$ cat src/rtl/alu_operand_stage.sv
`default_nettype none
// ============================================================================
// Module      : alu_operand_stage
// Description : Selects ALU operands and decodes Sel, then registers them
//               behind a valid/ready handshake with a one-entry skid buffer.
// Revision    : 1.0 - initial release
// ============================================================================
module alu_operand_stage #(
    parameter int WORD_LENGTH = 32
) (
    input  logic                   clk,
    input  logic                   reset,
    input  logic                   in_valid,
    output logic                   in_ready,
    input  logic [WORD_LENGTH-1:0] pc,
    input  logic [WORD_LENGTH-1:0] rd1,
    input  logic [WORD_LENGTH-1:0] rd2,
    input  logic [15:0]            imm16,
    input  logic                   alu_src_a,
    input  logic [1:0]             alu_src_b,
    input  logic [1:0]             alu_op,
    input  logic [5:0]             funct,
    output logic                   out_valid,
    input  logic                   out_ready,
    output logic [WORD_LENGTH-1:0] A,
    output logic [WORD_LENGTH-1:0] B,
    output logic [3:0]             Sel,
    output logic                   illegal
);

    localparam logic [3:0] c_sel_add = 4'b0000;
    localparam logic [3:0] c_sel_sub = 4'b0001;
    localparam logic [3:0] c_sel_mul = 4'b0010;
    localparam logic [3:0] c_sel_and = 4'b0101;
    localparam logic [3:0] c_sel_or  = 4'b0110;
    localparam logic [3:0] c_sel_sll = 4'b1000;
    localparam logic [3:0] c_sel_slt = 4'b1001;
    localparam logic [3:0] c_sel_bad = 4'b1111;

    logic [WORD_LENGTH-1:0] w_a;
    logic [WORD_LENGTH-1:0] w_b;
    logic [WORD_LENGTH-1:0] w_sext;
    logic [3:0]             w_sel;
    logic                   w_illegal;
    logic                   w_accept;
    logic                   w_out_free;

    logic                   r_out_valid;
    logic [WORD_LENGTH-1:0] r_a;
    logic [WORD_LENGTH-1:0] r_b;
    logic [3:0]             r_sel;
    logic                   r_illegal;

    logic                   r_skid_full;
    logic [WORD_LENGTH-1:0] r_skid_a;
    logic [WORD_LENGTH-1:0] r_skid_b;
    logic [3:0]             r_skid_sel;
    logic                   r_skid_illegal;

    assign w_sext = {{(WORD_LENGTH-16){imm16[15]}}, imm16};
    assign w_a    = alu_src_a ? rd1 : pc;

    always_comb begin
        w_b = rd2;
        case (alu_src_b)
            2'b00:   w_b = rd2;
            2'b01:   w_b = WORD_LENGTH'(4);
            2'b10:   w_b = w_sext;
            default: w_b = {w_sext[WORD_LENGTH-3:0], 2'b00};
        endcase
    end

    always_comb begin
        w_sel     = c_sel_add;
        w_illegal = 1'b0;
        case (alu_op)
            2'b00: w_sel = c_sel_add;
            2'b01: w_sel = c_sel_sub;
            2'b11: w_sel = c_sel_slt;
            default: begin
                case (funct)
                    6'b100000: w_sel = c_sel_add;
                    6'b100010: w_sel = c_sel_sub;
                    6'b011000: w_sel = c_sel_mul;
                    6'b100100: w_sel = c_sel_and;
                    6'b100101: w_sel = c_sel_or;
                    6'b101010: w_sel = c_sel_slt;
                    6'b000000: w_sel = c_sel_sll;
                    default: begin
                        w_sel     = c_sel_bad;
                        w_illegal = 1'b1;
                    end
                endcase
            end
        endcase
    end

    // in_ready depends only on skid state, never on out_ready
    assign in_ready   = ~r_skid_full;
    assign w_accept   = in_valid & ~r_skid_full;
    assign w_out_free = ~r_out_valid | out_ready;

    always_ff @(posedge clk) begin
        if (reset) begin
            r_out_valid    <= 1'b0;
            r_a            <= '0;
            r_b            <= '0;
            r_sel          <= 4'b0000;
            r_illegal      <= 1'b0;
            r_skid_full    <= 1'b0;
            r_skid_a       <= '0;
            r_skid_b       <= '0;
            r_skid_sel     <= 4'b0000;
            r_skid_illegal <= 1'b0;
        end else if (w_out_free) begin
            if (r_skid_full) begin
                r_out_valid <= 1'b1;
                r_a         <= r_skid_a;
                r_b         <= r_skid_b;
                r_sel       <= r_skid_sel;
                r_illegal   <= r_skid_illegal;
                r_skid_full <= 1'b0;
            end else if (w_accept) begin
                r_out_valid <= 1'b1;
                r_a         <= w_a;
                r_b         <= w_b;
                r_sel       <= w_sel;
                r_illegal   <= w_illegal;
            end else begin
                r_out_valid <= 1'b0;
            end
        end else if (w_accept) begin
            r_skid_full    <= 1'b1;
            r_skid_a       <= w_a;
            r_skid_b       <= w_b;
            r_skid_sel     <= w_sel;
            r_skid_illegal <= w_illegal;
        end
    end

    assign out_valid = r_out_valid;
    assign A         = r_a;
    assign B         = r_b;
    assign Sel       = r_sel;
    assign illegal   = r_illegal;

endmodule
`default_nettype wire
$ cat config.mk
export PLATFORM = sky130hd
export DESIGN_NAME = alu_operand_stage
export DESIGN_NICKNAME = d
export VERILOG_FILES = /design/src/rtl/alu_operand_stage.sv
export SDC_FILE = /design/constraint.sdc
export NUM_CORES = 1
export LEC_CHECK = 0
export BUFFER_PORTS_ARGS = -buffer_cell sky130_fd_sc_hd__buf_4
export CELL_PAD_IN_SITES_DETAIL_PLACEMENT = 1
export CELL_PAD_IN_SITES_GLOBAL_PLACEMENT = 1
export CORE_MARGIN = 10
export CORE_UTILIZATION = 41
export DETAILED_ROUTE_END_ITERATION = 8
export HOLD_SLACK_MARGIN = 0.05
export PLACE_DENSITY = 0.93
export SYNTH_ARGS = -nofsm -noshare
export SYNTH_HDL_FRONTEND = slang
export SYNTH_SLANG_ARGS = --single-unit
$ cat constraint.sdc
create_clock -name clk -period 3 [get_ports clk]
set_input_delay 0 -clock clk [delete_from_list [all_inputs] [get_ports clk]]
set_output_delay 0 -clock clk [all_outputs]
set_load 0.01 [all_outputs]
==> Flow_metrics.wiki, run 1 <==
{| class="wikitable"
! Metric !! Value
|-
| Row cnt || 45
|-
| Number of buffers created by CTS || 17
|-
| DRT antenna net count || 0
|-
| Critical path endpoint category || register
|-
| Die height || 146 um
|-
| Post-synthesis cell count || 745
|-
| Total power density per cell area || 533 mW/mm^2
|-
| Share of total power in the clock network || 0.416
|-
| Area growth syn-to-layout || 48.1%
|-
| DRC violation total after the first TritonRoute iteration || 509
|-
| Max-cap violations || 0
|-
| Number of synthesized register bits || 140
|-
| Largest net degree at the start of global routing || 74
|-
| HPWL after detailed placement || 15.8 mm
|-
| Max-slew headroom at the worst pin || 0.430
|-
| Number of primary I/O pins || 198
|-
| Final Critical Period || 2530 ps
|-
| CTS Root Cell || sky130_fd_sc_hd__clkbuf_16
|-
| Endpoint of the worst register-to-register path || r_skid_b[7]
|-
| Min-Delay Path Class || in2reg
|-
| WP buf/inv || 2
|-
| Unrepaired setup endpoints after global routing || false
|-
| DP Cell Count || 1,091
|-
| Via count || 7,353
|-
| Status || finished, final reports clean
|-
| Insertion delay of the later-clocked pin in the worst-skew pair || 430 ps
|-
| Worst r2r path cells || 5
|-
| Via/cell ratio || 6.02
|-
| Final cell count without fillers || 1,222
|-
| Standby leakage power || 4.11 nW
|-
| Setup_tns || 0 ps
|-
| Achievable frequency || 395 MHz
|-
| Number of setup violations in the final report || 0
|-
| Starting utilization of the core area || 0.423
|-
| Net switching share of the total power || 0.287
|-
| Area share of the leading cell type in the synthesized netlist || 0.431
|-
| Kind of launch point of the worst setup path || register
|-
| Post-layout util || 0.627
|-
| Longest Clk Path Bufs || 2
|-
| Vias in the first global route || 8,041
|-
| Actual slew at the worst max-slew pin || 855 ps
|-
| Logic gate share of total power || 0.188
|-
| Category of cells accounting for the largest share of critical-path delay || buffers and inverters
|-
| WHS Endpoint || r_skid_a[31]
|-
| Count of different cell masters after synthesis || 47
|-
| Library cell occupying the most area in the post-synthesis netlist || sky130_fd_sc_hd__dfxtp_1
|-
| Share of layout cells above drive strength 1 || 0.264
|-
| Port buffer count || 197
|-
| Worst vdd rail ir drop || 0.000410 V
|-
| Primary flip-flop cell chosen by synthesis mapping || sky130_fd_sc_hd__dfxtp_1
|-
| Number of antenna violations at the first check in global routing || 3
|-
| Maximum cell stage delay along the critical path || 610 ps
|-
| DRC violations left || 0
|-
| Placement Cell Area || 0.00807 mm^2
|-
| RePlAce Congestion || 0.796
|-
| Biggest area contributors in the synthesized netlist || sky130_fd_sc_hd__dfxtp_1 43%, sky130_fd_sc_hd__a211oi_1 6.3%, sky130_fd_sc_hd__a21oi_1 5.5%
|-
| Critical-path top delay cell || sky130_fd_sc_hd__dlygate4sd3_1
|-
| Critical path arrival || 2820 ps
|-
| WS Path Type || reg2reg
|-
| Synth warnings || 0
|-
| Mean Syn Cell Area || 8.73 um^2
|-
| Cell area after synthesis || 0.00650 mm^2
|-
| Part of the power in registers || 0.396
|-
| Synthesized Nets || 872
|-
| Number of stages on the worst setup path || 5
|-
| Fill cells || 1,726
|-
| Initial DRT Pass Iterations || 5
|-
| Async set-or-reset flop fraction in the synthesized netlist || 0
|-
| Final number of hold-violating endpoints || 0
|-
| Hold path startpoint || pc[31]
|-
| Internal reg-to-reg setup slack || 470 ps
|-
| Total wirelength of the detailed-routed design || 30.8 mm
|-
| Reg2reg start || r_skid_full
|-
| Final Slew Violations || 0
|-
| Grt ovf || 0
|-
| Worst endpoint required time || 3290 ps
|-
| Sw Pwr || 1.47 mW
|-
| Share of the yosys chip area belonging to registers || 0.431
|-
| PnR Total Power || 5.14 mW
|-
| Final standard cell area without fillers || 0.00963 mm^2
|-
| Clock sink total || 140
|-
| Clock transition at the registers of the reported paths || 60 ps
|-
| Cell-internal power || 3.66 mW
|-
| Largest clock skew in the final design || 11.1 ps
|-
| Cell-by-cell trace of the critical path || nand4bb_1 > buf_4 > a221oi_1 > dlygate4sd3_1 > nor3_1
|-
| First-pass GRT wire length || 47.0 mm
|-
| CP Max Fanout || 20
|-
| Die Outline Area || 0.0213 mm^2
|-
| Number of H-tree levels || 4
|-
| Final layout net count || 1,122
|-
| Count of flip-flops with a built-in enable after synthesis || 0
|-
| Overall track demand over capacity in global routing || 0.278
|-
| Die Span X || 146 um
|-
| CTS tree || built
|-
| Number of stages on the worst hold path || 3
|-
| Placeable core region || 0.0154 mm^2
|-
| # Post-CTS Setup Buffers || 0
|-
| Period utilisation layout || 0.844
|-
| Final routed wire length divided by cell count || 25.2 um
|}
routing by layer:
metal / vias up / GRT usage / part of all wire
li1: 3253 / - / -
met2: 326 / 0.502 / 0.53
met1: 3640 / 0.272 / 0.35
met3: 134 / 0.0683 / 0.050
met4: 0 / 0.196 / 0.068
met5: - / 0 / 0
logic make-up (layout without fill, tap and decap cells):
kind of cell | after synthesis | count (layout) | synth area share
compound gates | 250 | 250 | 0.277
buf+inv | 82 | 345 | 0.0568
flops | 140 | 140 | 0.431
mux | 50 | 50 | 0.0877
other cells | 0 | 3 | 0
simple gates | 223 | 223 | 0.147
cells in the mapped netlist, types with 3 or more instances:
library cell               instances
sky130_fd_sc_hd__a21oi_1          72
sky130_fd_sc_hd__mux2i_1          36
sky130_fd_sc_hd__nand2_1          83
sky130_fd_sc_hd__inv_1             4
sky130_fd_sc_hd__o21ai_0           6
sky130_fd_sc_hd__or3_1             3
sky130_fd_sc_hd__buf_4             4
sky130_fd_sc_hd__dfxtp_1         140
sky130_fd_sc_hd__o211a_1          14
sky130_fd_sc_hd__a221oi_1         15
sky130_fd_sc_hd__nor3_1           25
sky130_fd_sc_hd__a31o_1           14
sky130_fd_sc_hd__a211o_1          15
sky130_fd_sc_hd__clkbuf_1         41
sky130_fd_sc_hd__nor2_1           90
sky130_fd_sc_hd__a221o_1          14
sky130_fd_sc_hd__buf_1             6
sky130_fd_sc_hd__o211ai_1         32
sky130_fd_sc_hd__a211oi_1         55
sky130_fd_sc_hd__nand3_1           6
sky130_fd_sc_hd__buf_2            25
sky130_fd_sc_hd__mux2_4           14
layout make-up:
| class | instances | area, um^2 | share of cell area |
|---|---|---|---|
| Multi-Input combinational cell | 523 | 3350 | 0.348 |
| Clock buffer | 17 | 425 | 0.0442 |
| Clock inverter | 15 | 164 | 0.0170 |
| Timing Repair Buffer | 309 | 2600 | 0.270 |
| Sequential cell | 140 | 2800 | 0.291 |
| Inverter | 4 | 16.3 | 0.00169 |
| Tap cell | 211 | 264 | 0.0274 |
| Antenna cell | 3 | 7.51 | 0.000779 |
worst register-to-register path, delay by kind of cell, from the launching register on:
kind / cells / cell delay [ps]
buf+inv: 2 / 1010
simple gates: 2 / 620
flops: 1 / 470
compound gates: 1 / 300
worst max-delay path by stage:
stage	from	endpoint	slack, ps
after floorplan	out_valid	r_skid_a[11]	1560
after global placement	r_skid_full	A[22]	1130
after detailed placement	r_skid_full	A[17]	1030
after CTS	r_skid_full	r_skid_b[7]	720
after global routing	r_skid_full	r_skid_b[7]	370
final	r_skid_full	r_skid_b[7]	470
through the flow:
| stage | setup slack [ps] | hold slack (ps) |
|---|---|---|
| after floorplan | 1560 | 172 |
| after global placement | 1130 | 309 |
| after detailed placement | 1030 | 323 |
| after CTS | 722 | 50.6 |
| after global routing | 367 | 69.7 |
| final | 469 | 19.0 |
sequential cells by signal (all words and copies together), names as in the netlist:
register and flops:
r_skid_full 1, out_valid 1, r_skid_b 32, r_skid_illegal 1
r_skid_sel 4, B 32, A 32, r_skid_a 32
Sel 4, illegal 1
power groups by stage:
stage                     clock, mW  combinational [mW]  sequential [mW]
final                          2.14               0.966             2.03
after global routing           2.24                1.03             2.04
after CTS                      2.12               0.898             2.02
after detailed placement          0               0.778             2.06
after global placement            0               0.752             2.06
after floorplan                   0               0.394             2.08
what timing repair did:
action / CTS / global route
endpoints found under the hold margin: 81 / 0
hold buffers: 96 / 0
resized for setup: 0 / 0
cells in the final DEF, fill, tap and decap left out, drive strengths merged, types with 2 or more instances in the layout:
cell type,n
a31o,14
a211oi,55
clkinvlp,5
mux2,14
clkinv,5
a221o,14
nand2b,2
inv,7
o211a,14
nor2,91
o21ai,8
nand2,83
dlygate4sd3,96
buf,213
o211ai,32
nor4b,2
mux2i,36
nor3,26
a211o,15
a21oi,72
a221oi,15
dfxtp,140
a31oi,2
diode,3
a22oi,2
bufinv,2
nand3,6
o31ai,2
clkbuf,17
or3,3
No activity file was read; power rests on OpenSTA's default activity.
==> inputs of run 2 (changes only) <==
--- a/config.mk
+++ b/config.mk
@@ -5,14 +5,15 @@
 export SDC_FILE = /design/constraint.sdc
 export NUM_CORES = 1
 export LEC_CHECK = 0
+export ABC_AREA = 1
 export BUFFER_PORTS_ARGS = -buffer_cell sky130_fd_sc_hd__buf_4
 export CELL_PAD_IN_SITES_DETAIL_PLACEMENT = 1
 export CELL_PAD_IN_SITES_GLOBAL_PLACEMENT = 1
 export CORE_MARGIN = 10
-export CORE_UTILIZATION = 41
+export CORE_UTILIZATION = 36
 export DETAILED_ROUTE_END_ITERATION = 8
 export HOLD_SLACK_MARGIN = 0.05
-export PLACE_DENSITY = 0.93
+export PLACE_DENSITY = 0.88
 export SYNTH_ARGS = -nofsm -noshare
 export SYNTH_HDL_FRONTEND = slang
 export SYNTH_SLANG_ARGS = --single-unit
==> constraint.sdc (replaced) <==
create_clock -name clk -period 2.34 [get_ports clk]
set_input_delay 0 -clock clk [delete_from_list [all_inputs] [get_ports clk]]
set_output_delay 0 -clock clk [all_outputs]
set_load 0.01 [all_outputs]
==> Flow_metrics.wiki, run 2 <==
{| class="wikitable"
! Metric !! Value
|-
| Count of different cell masters after synthesis || 26 (-45%)
|-
| Biggest area contributors in the synthesized netlist || sky130_fd_sc_hd__dfxtp_1 44%, sky130_fd_sc_hd__nand2_1 13%, sky130_fd_sc_hd__a21oi_1 11%
|-
| PnR Total Power || 7.00 mW (+36%)
|-
| Total power density per cell area || 712 mW/mm^2 (+34%)
|-
| Number of primary I/O pins || 198 (unchanged)
|-
| Max-cap violations || 0 (unchanged)
|-
| Synthesized Nets || 1,058 (+21%)
|-
| HPWL after detailed placement || 16.0 mm (+1.9%)
|-
| Mean Syn Cell Area || 6.90 um^2 (-21%)
|-
| Area of the multi-input gates || 0.00313 mm^2 (-6.8%)
|-
| DRC violation total after the first TritonRoute iteration || 438 (-14%)
|-
| Die height || 154 um (+5.2%)
|-
| Clock sink total || 140 (unchanged)
|-
| Number of setup violations in the final report || 0 (unchanged)
|-
| Via/cell ratio || 5.35 (-11%)
|-
| Final Slew Violations || 0 (unchanged)
|-
| Die Outline Area || 0.0236 mm^2 (+11%)
|-
| Unrepaired setup endpoints after global routing || false
|-
| Number of buffers created by CTS || 17 (unchanged)
|-
| Number of synthesized register bits || 140 (unchanged)
|-
| Number of H-tree levels || 4 (unchanged)
|-
| DP Cell Count || 1,299 (+19%)
|-
| Total wirelength of the detailed-routed design || 28.8 mm (-6.6%)
|-
| Die Span X || 154 um (+5.2%)
|-
| Period utilisation layout || 0.900 (+0.0567)
|-
| Starting utilization of the core area || 0.369 (-0.0542)
|-
| Kind of launch point of the worst setup path || register
|-
| Library cell occupying the most area in the post-synthesis netlist || sky130_fd_sc_hd__dfxtp_1
|-
| Critical path endpoint category || register
|-
| Insertion delay of the later-clocked pin in the worst-skew pair || 430 ps (about the same)
|-
| Net switching share of the total power || 0.266 (-0.0215)
|-
| Dominant cell by count in the synthesized netlist || sky130_fd_sc_hd__nand2_1
|-
| Share of total power in the clock network || 0.435 (+0.019)
|-
| Synth warnings || 0 (unchanged)
|-
| Actual slew at the worst max-slew pin || 783 ps (-72.7 ps)
|-
| Post-synthesis cell count || 931 (+25%)
|-
| DRT antenna net count || 0 (unchanged)
|-
| Longest Clk Path Bufs || 2 (unchanged)
|-
| Largest net degree at the start of global routing || 102 (+38%)
|-
| # Post-CTS Setup Buffers || 0 (unchanged)
|-
| Area share of the leading cell type in the synthesized netlist || 0.436 (+0.00529)
|-
| Final Critical Period || 2110 ps (-424 ps)
|-
| RePlAce Congestion || 0.785 (-1.3%)
|-
| Share of layout cells above drive strength 1 || 0.220 (-0.0436)
|-
| Cell-internal power || 5.14 mW (+40%)
|-
| Largest clock skew in the final design || 9.94 ps (-1.20 ps)
|-
| First-pass GRT wire length || 46.0 mm (-2.2%)
|-
| Fill cells || 2,160 (+25%)
|-
| Logic gate share of total power || 0.188 (about the same)
|-
| Number of antenna violations at the first check in global routing || 4 (+1)
|-
| Leading cell type in the layout, fill and taps excluded || sky130_fd_sc_hd__nand2_1
|-
| DRC violations left || 0 (unchanged)
|-
| Standby leakage power || 4.60 nW (+12%)
|-
| Initial DRT Pass Iterations || 5 (unchanged)
|-
| Final cell count without fillers || 1,451 (+19%)
|-
| Grt ovf || 0 (unchanged)
|-
| CTS Root Cell || sky130_fd_sc_hd__clkbuf_16
|-
| Via count || 7,763 (+5.6%)
|-
| CP Max Fanout || 31 (+55%)
|-
| Final standard cell area without fillers || 0.00983 mm^2 (+2.1%)
|-
| Primary flip-flop cell chosen by synthesis mapping || sky130_fd_sc_hd__dfxtp_1
|-
| Final number of hold-violating endpoints || 0 (unchanged)
|-
| Final routed wire length divided by cell count || 19.8 um (-21%)
|-
| Sw Pwr || 1.86 mW (+26%)
|-
| WS Path Type || reg2reg
|-
| Part of the power in registers || 0.378 (-0.018)
|-
| Overall track demand over capacity in global routing || 0.237 (-0.0410)
|-
| Achievable frequency || 475 MHz (+20%)
|-
| Top cells by count, synth || 229 x sky130_fd_sc_hd__nand2_1, 140 x sky130_fd_sc_hd__dfxtp_1, 138 x sky130_fd_sc_hd__a21oi_1
|-
| FF+latch area || 0.00280 mm^2 (about the same)
|-
| Row cnt || 48 (+6.7%)
|-
| Port buffer count || 197 (unchanged)
|-
| Final layout net count || 1,337 (+19%)
|-
| Share of the yosys chip area belonging to registers || 0.436 (+0.00529)
|-
| Setup_tns || 0 ps (unchanged)
|-
| Status || finished, final reports clean
|-
| Placeable core region || 0.0174 mm^2 (+13%)
|-
| Vias in the first global route || 8,504 (+5.8%)
|-
| Clock transition at the registers of the reported paths || 60 ps (about the same)
|-
| Critical path arrival || 2470 ps (-350 ps)
|-
| Worst vdd rail ir drop || 0.000560 V (+37%)
|-
| Max-slew headroom at the worst pin || 0.478 (+0.0485)
|-
| Cell area after synthesis || 0.00642 mm^2 (-1.2%)
|-
| Placement Cell Area || 0.00799 mm^2 (-1.0%)
|-
| Min-Delay Path Class || in2reg
|-
| Async set-or-reset flop fraction in the synthesized netlist || 0 (unchanged)
|-
| Count of flip-flops with a built-in enable after synthesis || 0 (unchanged)
|-
| CTS tree || built
|-
| Area growth syn-to-layout || 53.1%
|-
| Commonest cells after routing, fill and taps aside || 229 x sky130_fd_sc_hd__nand2_1, 213 x sky130_fd_sc_hd__buf_4, 139 x sky130_fd_sc_hd__dfxtp_1
|-
| Worst endpoint required time || 2700 ps (-590 ps)
|}
run 2: power groups by stage:
stage / logic, mW / registers [mW] / clock network (mW)
floorplan: 0.515 / 2.72 / 0
global placement: 1.04 / 2.68 / 0
detailed placement: 1.08 / 2.68 / 0
CTS: 1.27 / 2.64 / 3.07
global route: 1.44 / 2.66 / 3.21
finish: 1.31 / 2.65 / 3.04
run 2: worst max-delay path: stages, from the launching register on:
cell	delay, ps
sky130_fd_sc_hd__dfxtp_2	350
sky130_fd_sc_hd__inv_4	210
sky130_fd_sc_hd__nand3_2	150
sky130_fd_sc_hd__inv_2	100
sky130_fd_sc_hd__buf_4	310
sky130_fd_sc_hd__nor2_1	90
sky130_fd_sc_hd__nor2_1	100
sky130_fd_sc_hd__o21ai_0	80
sky130_fd_sc_hd__dlygate4sd3_1	580
sky130_fd_sc_hd__inv_1	70
run 2: layer usage:
layer / global-route usage / vias up / wire length [um]
li1: - / 3650 / -
met1: 0.251 / 3725 / 10900
met2: 0.412 / 276 / 14600
met3: 0.0516 / 112 / 1360
met4: 0.163 / 0 / 1860
met5: 0 / - / 0
run 2: final timing paths:
path / from / end / slack (ps) / cells after the start
worst max-delay path: r_skid_full / r_skid_b[2] / 230 / 9
worst max register to register: r_skid_full / r_skid_b[2] / 230 / 9
worst min-delay path: imm16[4] / B[6] / 60 / 5
worst min register to register: r_skid_a[16] / r_skid_a[16] / 490 / 2
run 2: area by class of cell:
cell class | count | area share
Multi-Input combinational cell | 683 | 0.318
Timing Repair Buffer | 333 | 0.287
Sequential cell | 140 | 0.285
Clock buffer | 20 | 0.0475
Tap cell | 225 | 0.0286
Clock inverter | 10 | 0.0190
Inverter | 35 | 0.0137
Antenna cell | 5 | 0.00127
run 2: repair_timing:
action | 4_1_cts | 5_1_grt
resized for setup | 0 | 1
hold buffers | 117 | 0
endpoints found under the setup margin | 0 | 1
hold endpoints to repair | 135 | 0
run 2: stage by stage:
step | hold slack (ps) | utilization | worst slack [ps]
5_1_grt | 88.3 | 0.564 | 119
3_5_place_dp | 289 | 0.459 | 712
6_report | 57.6 | 0.565 | 233
4_1_cts | 52.1 | 0.564 | 238
3_3_place_gp | 288 | 0.459 | 800
2_1_floorplan | 111 | - | 1030
run 2: cell families after synthesis:
| logic type | Yosys count | share of synthesized area |
|---|---|---|
| compound gates | 312 | 0.261 |
| buf+inv | 108 | 0.0771 |
| flops | 140 | 0.436 |
| simple gates | 371 | 0.225 |
==> inputs of run 3 (changes only) <==
--- a/config.mk
+++ b/config.mk
@@ -9,11 +9,11 @@
 export BUFFER_PORTS_ARGS = -buffer_cell sky130_fd_sc_hd__buf_4
 export CELL_PAD_IN_SITES_DETAIL_PLACEMENT = 1
 export CELL_PAD_IN_SITES_GLOBAL_PLACEMENT = 1
-export CORE_MARGIN = 10
-export CORE_UTILIZATION = 36
+export CORE_MARGIN = 3
+export CORE_UTILIZATION = 30
 export DETAILED_ROUTE_END_ITERATION = 8
 export HOLD_SLACK_MARGIN = 0.05
-export PLACE_DENSITY = 0.88
+export PLACE_DENSITY = 0.76
 export SYNTH_ARGS = -nofsm -noshare
 export SYNTH_HDL_FRONTEND = slang
 export SYNTH_SLANG_ARGS = --single-unit
==> Flow_metrics.wiki, run 3 (synthesized netlist as in run 2, its figures left out) <==
{| class="wikitable"
! Metric !! Value
|-
| Status || finished, final reports clean
|-
| Category of cells accounting for the largest share of critical-path delay || buffers and inverters
|-
| Final routed wire length divided by cell count || 16.8 um (-15%)
|-
| Setup slack after layout || 275 ps (+42.1 ps)
|-
| DRT antenna net count || 0 (unchanged)
|-
| Port buffer count || 197 (unchanged)
|-
| Worst vdd rail ir drop || 0.000444 V (-21%)
|-
| Final Critical Period || 2060 ps (-42.1 ps)
|-
| Grt ovf || 0 (unchanged)
|-
| DRC violation total after the first TritonRoute iteration || 368 (-16%)
|-
| DP Cell Count || 1,340 (+3.2%)
|-
| Number of setup violations in the final report || 0 (unchanged)
|-
| Commonest cells after routing, fill and taps aside || 229 x sky130_fd_sc_hd__nand2_1, 211 x sky130_fd_sc_hd__buf_4, 139 x sky130_fd_sc_hd__dfxtp_1
|-
| Die Outline Area || 0.0232 mm^2 (-1.6%)
|-
| Longest Clk Path Bufs || 2 (unchanged)
|-
| Clock transition at the registers of the reported paths || 60 ps (about the same)
|-
| Overall track demand over capacity in global routing || 0.214 (-0.0232)
|-
| Insertion delay of the later-clocked pin in the worst-skew pair || 410 ps (-20 ps)
|-
| WS Path Type || reg2reg
|-
| Clock sink total || 140 (unchanged)
|-
| Placeable core region || 0.0206 mm^2 (+18%)
|-
| Unrepaired setup endpoints after global routing || false
|-
| CP Max Fanout || 32 (+3.2%)
|-
| Initial DRT Pass Iterations || 4 (-1)
|-
| Min-Delay Path Class || in2reg
|-
| Number of hold-repair buffers added at the cts stage || 117 (unchanged)
|-
| Max-slew headroom at the worst pin || 0.436 (-0.0426)
|-
| Critical-path top delay cell || sky130_fd_sc_hd__dlygate4sd3_1
|-
| Largest clock skew in the final design || 9.22 ps (-0.727 ps)
|-
| Final Slew Violations || 0 (unchanged)
|-
| Setup_tns || 0 ps (unchanged)
|-
| Via/cell ratio || 4.98 (-7.0%)
|-
| Hold path startpoint || imm16[12]
|-
| Number of primary I/O pins || 198 (unchanged)
|-
| Die Span X || 152 um (-0.81%)
|-
| Area growth syn-to-layout || 51.3%
|-
| Endpoint of the worst register-to-register path || r_skid_a[31]
|-
| Internal reg-to-reg setup slack || 280 ps (+40 ps)
|-
| Maximum cell stage delay along the critical path || 550 ps (-30 ps)
|-
| CTS Root Cell || sky130_fd_sc_hd__clkbuf_16
|-
| Fill cells || 2,553 (+18%)
|-
| Worst Setup Slack post-DPL || 667 ps (-44.5 ps)
|-
| Total wirelength of the detailed-routed design || 25.1 mm (-13%)
|-
| Worst r2r path cells || 7 (-2)
|-
| Critical path arrival || 2420 ps (-50 ps)
|-
| Number of antenna violations at the first check in global routing || 3 (-1)
|-
| CTS tree || built
|-
| Kind of launch point of the worst setup path || register
|-
| Max-cap violations || 0 (unchanged)
|-
| Vias in the first global route || 7,986 (-6.1%)
|-
| RePlAce Congestion || 0.766 (-2.4%)
|-
| Final number of hold-violating endpoints || 0 (unchanged)
|-
| Final layout net count || 1,333 (-0.30%)
|-
| Post-layout util || 0.471 (-0.0935)
|-
| Largest net degree at the start of global routing || 69 (-32%)
|-
| Share of layout cells above drive strength 1 || 0.214 (-0.00585)
|-
| Actual slew at the worst max-slew pin || 844 ps (+61.8 ps)
|-
| WHS Endpoint || B[12]
|-
| Final cell count without fillers || 1,490 (+2.7%)
|-
| Number of H-tree levels || 4 (unchanged)
|-
| Row cnt || 52 (+8.3%)
|-
| HPWL after detailed placement || 14.8 mm (-7.8%)
|-
| Number of buffers created by CTS || 17 (unchanged)
|-
| Worst endpoint required time || 2690 ps (about the same)
|-
| Starting utilization of the core area || 0.311 (-0.0574)
|-
| Number of stages on the worst hold path || 5 (unchanged)
|-
| Period utilisation layout || 0.882 (-0.0180)
|-
| Critical path endpoint category || register
|-
| Achievable frequency || 484 MHz (+2.0%)
|-
| Reg2reg start || r_skid_full
|-
| Via count || 7,413 (-4.5%)
|-
| Standby leakage power || 4.51 nW (-2.0%)
|-
| DRC violations left || 0 (unchanged)
|-
| Leading cell type in the layout, fill and taps excluded || sky130_fd_sc_hd__nand2_1
|-
| Total power density per cell area || 655 mW/mm^2 (-8.1%)
|-
| Cell-by-cell trace of the critical path || inv_4 > nand3_2 > inv_2 > buf_4 > o21ai_0 > a31oi_1 > dlygate4sd3_1
|-
| Cts repair resizes || 0 (unchanged)
|-
| First-pass GRT wire length || 41.3 mm (-10%)
|-
| WP buf/inv || 4 (-1)
|-
| Die height || 152 um (-0.81%)
|-
| # Post-CTS Setup Buffers || 0 (unchanged)
|}
[run 3: worst max path at each step]
| stage | start | end | slack [ps] | depth (start not counted) |
|---|---|---|---|---|
| after floorplan | out_valid | r_skid_b[31] | 1030 | 7 |
| after global placement | r_skid_full | r_skid_b[2] | 740 | 8 |
| after detailed placement | r_skid_full | r_skid_b[2] | 670 | 8 |
| after CTS | r_skid_full | r_skid_a[31] | 270 | 7 |
| after global routing | reset | r_skid_full | 90 | 7 |
| final | r_skid_full | r_skid_a[31] | 280 | 7 |
[run 3: layout make-up]
class | instances | area [um^2] | share of cell area
multi-input combinational | 683 | 3130 | 0.322
clock inverter | 5 | 36.3 | 0.00373
tap | 270 | 338 | 0.0348
antenna | 3 | 7.51 | 0.000773
inverter | 35 | 135 | 0.0139
sequential | 140 | 2800 | 0.289
timing repair buffer | 329 | 2780 | 0.286
clock buffer | 25 | 495 | 0.0510
[run 3: routing by layer]
layer | part of all wire | global-route usage | vias up
li1 | - | - | 3634
met5 | 0 | 0 | -
met4 | 0.030 | 0.0848 | 0
met2 | 0.50 | 0.372 | 163
met1 | 0.43 | 0.256 | 3565
met3 | 0.041 | 0.0477 | 51
[run 3: report_power, final]
| group | switching, mW | leakage (nW) | internal, mW | total (mW) |
|---|---|---|---|---|
| Combinational | 0.649 | 3.11 | 0.614 | 1.26 |
| Sequential | 0.0903 | 1.15 | 2.55 | 2.64 |
| Clock | 1.00 | 0.251 | 1.46 | 2.46 |
[run 3: per-stage QoR]
stage,power (mW),hold WS (ps),area [um^2]
floorplan,3.23,111,6420
global placement,3.72,295,8010
detailed placement,3.75,292,8010
CTS,6.40,52.1,9710
global route,6.70,86.1,9720
finish,6.36,62.4,9720
[run 3: tightest hold or removal path, delay by kind of cell]
| kind | cells | cell delay, ps |
|---|---|---|
| AOI/OAI and AO/OA | 2 | 160 |
| buffers and inverters | 2 | 200 |
| and+or+nand+nor | 1 | 70 |
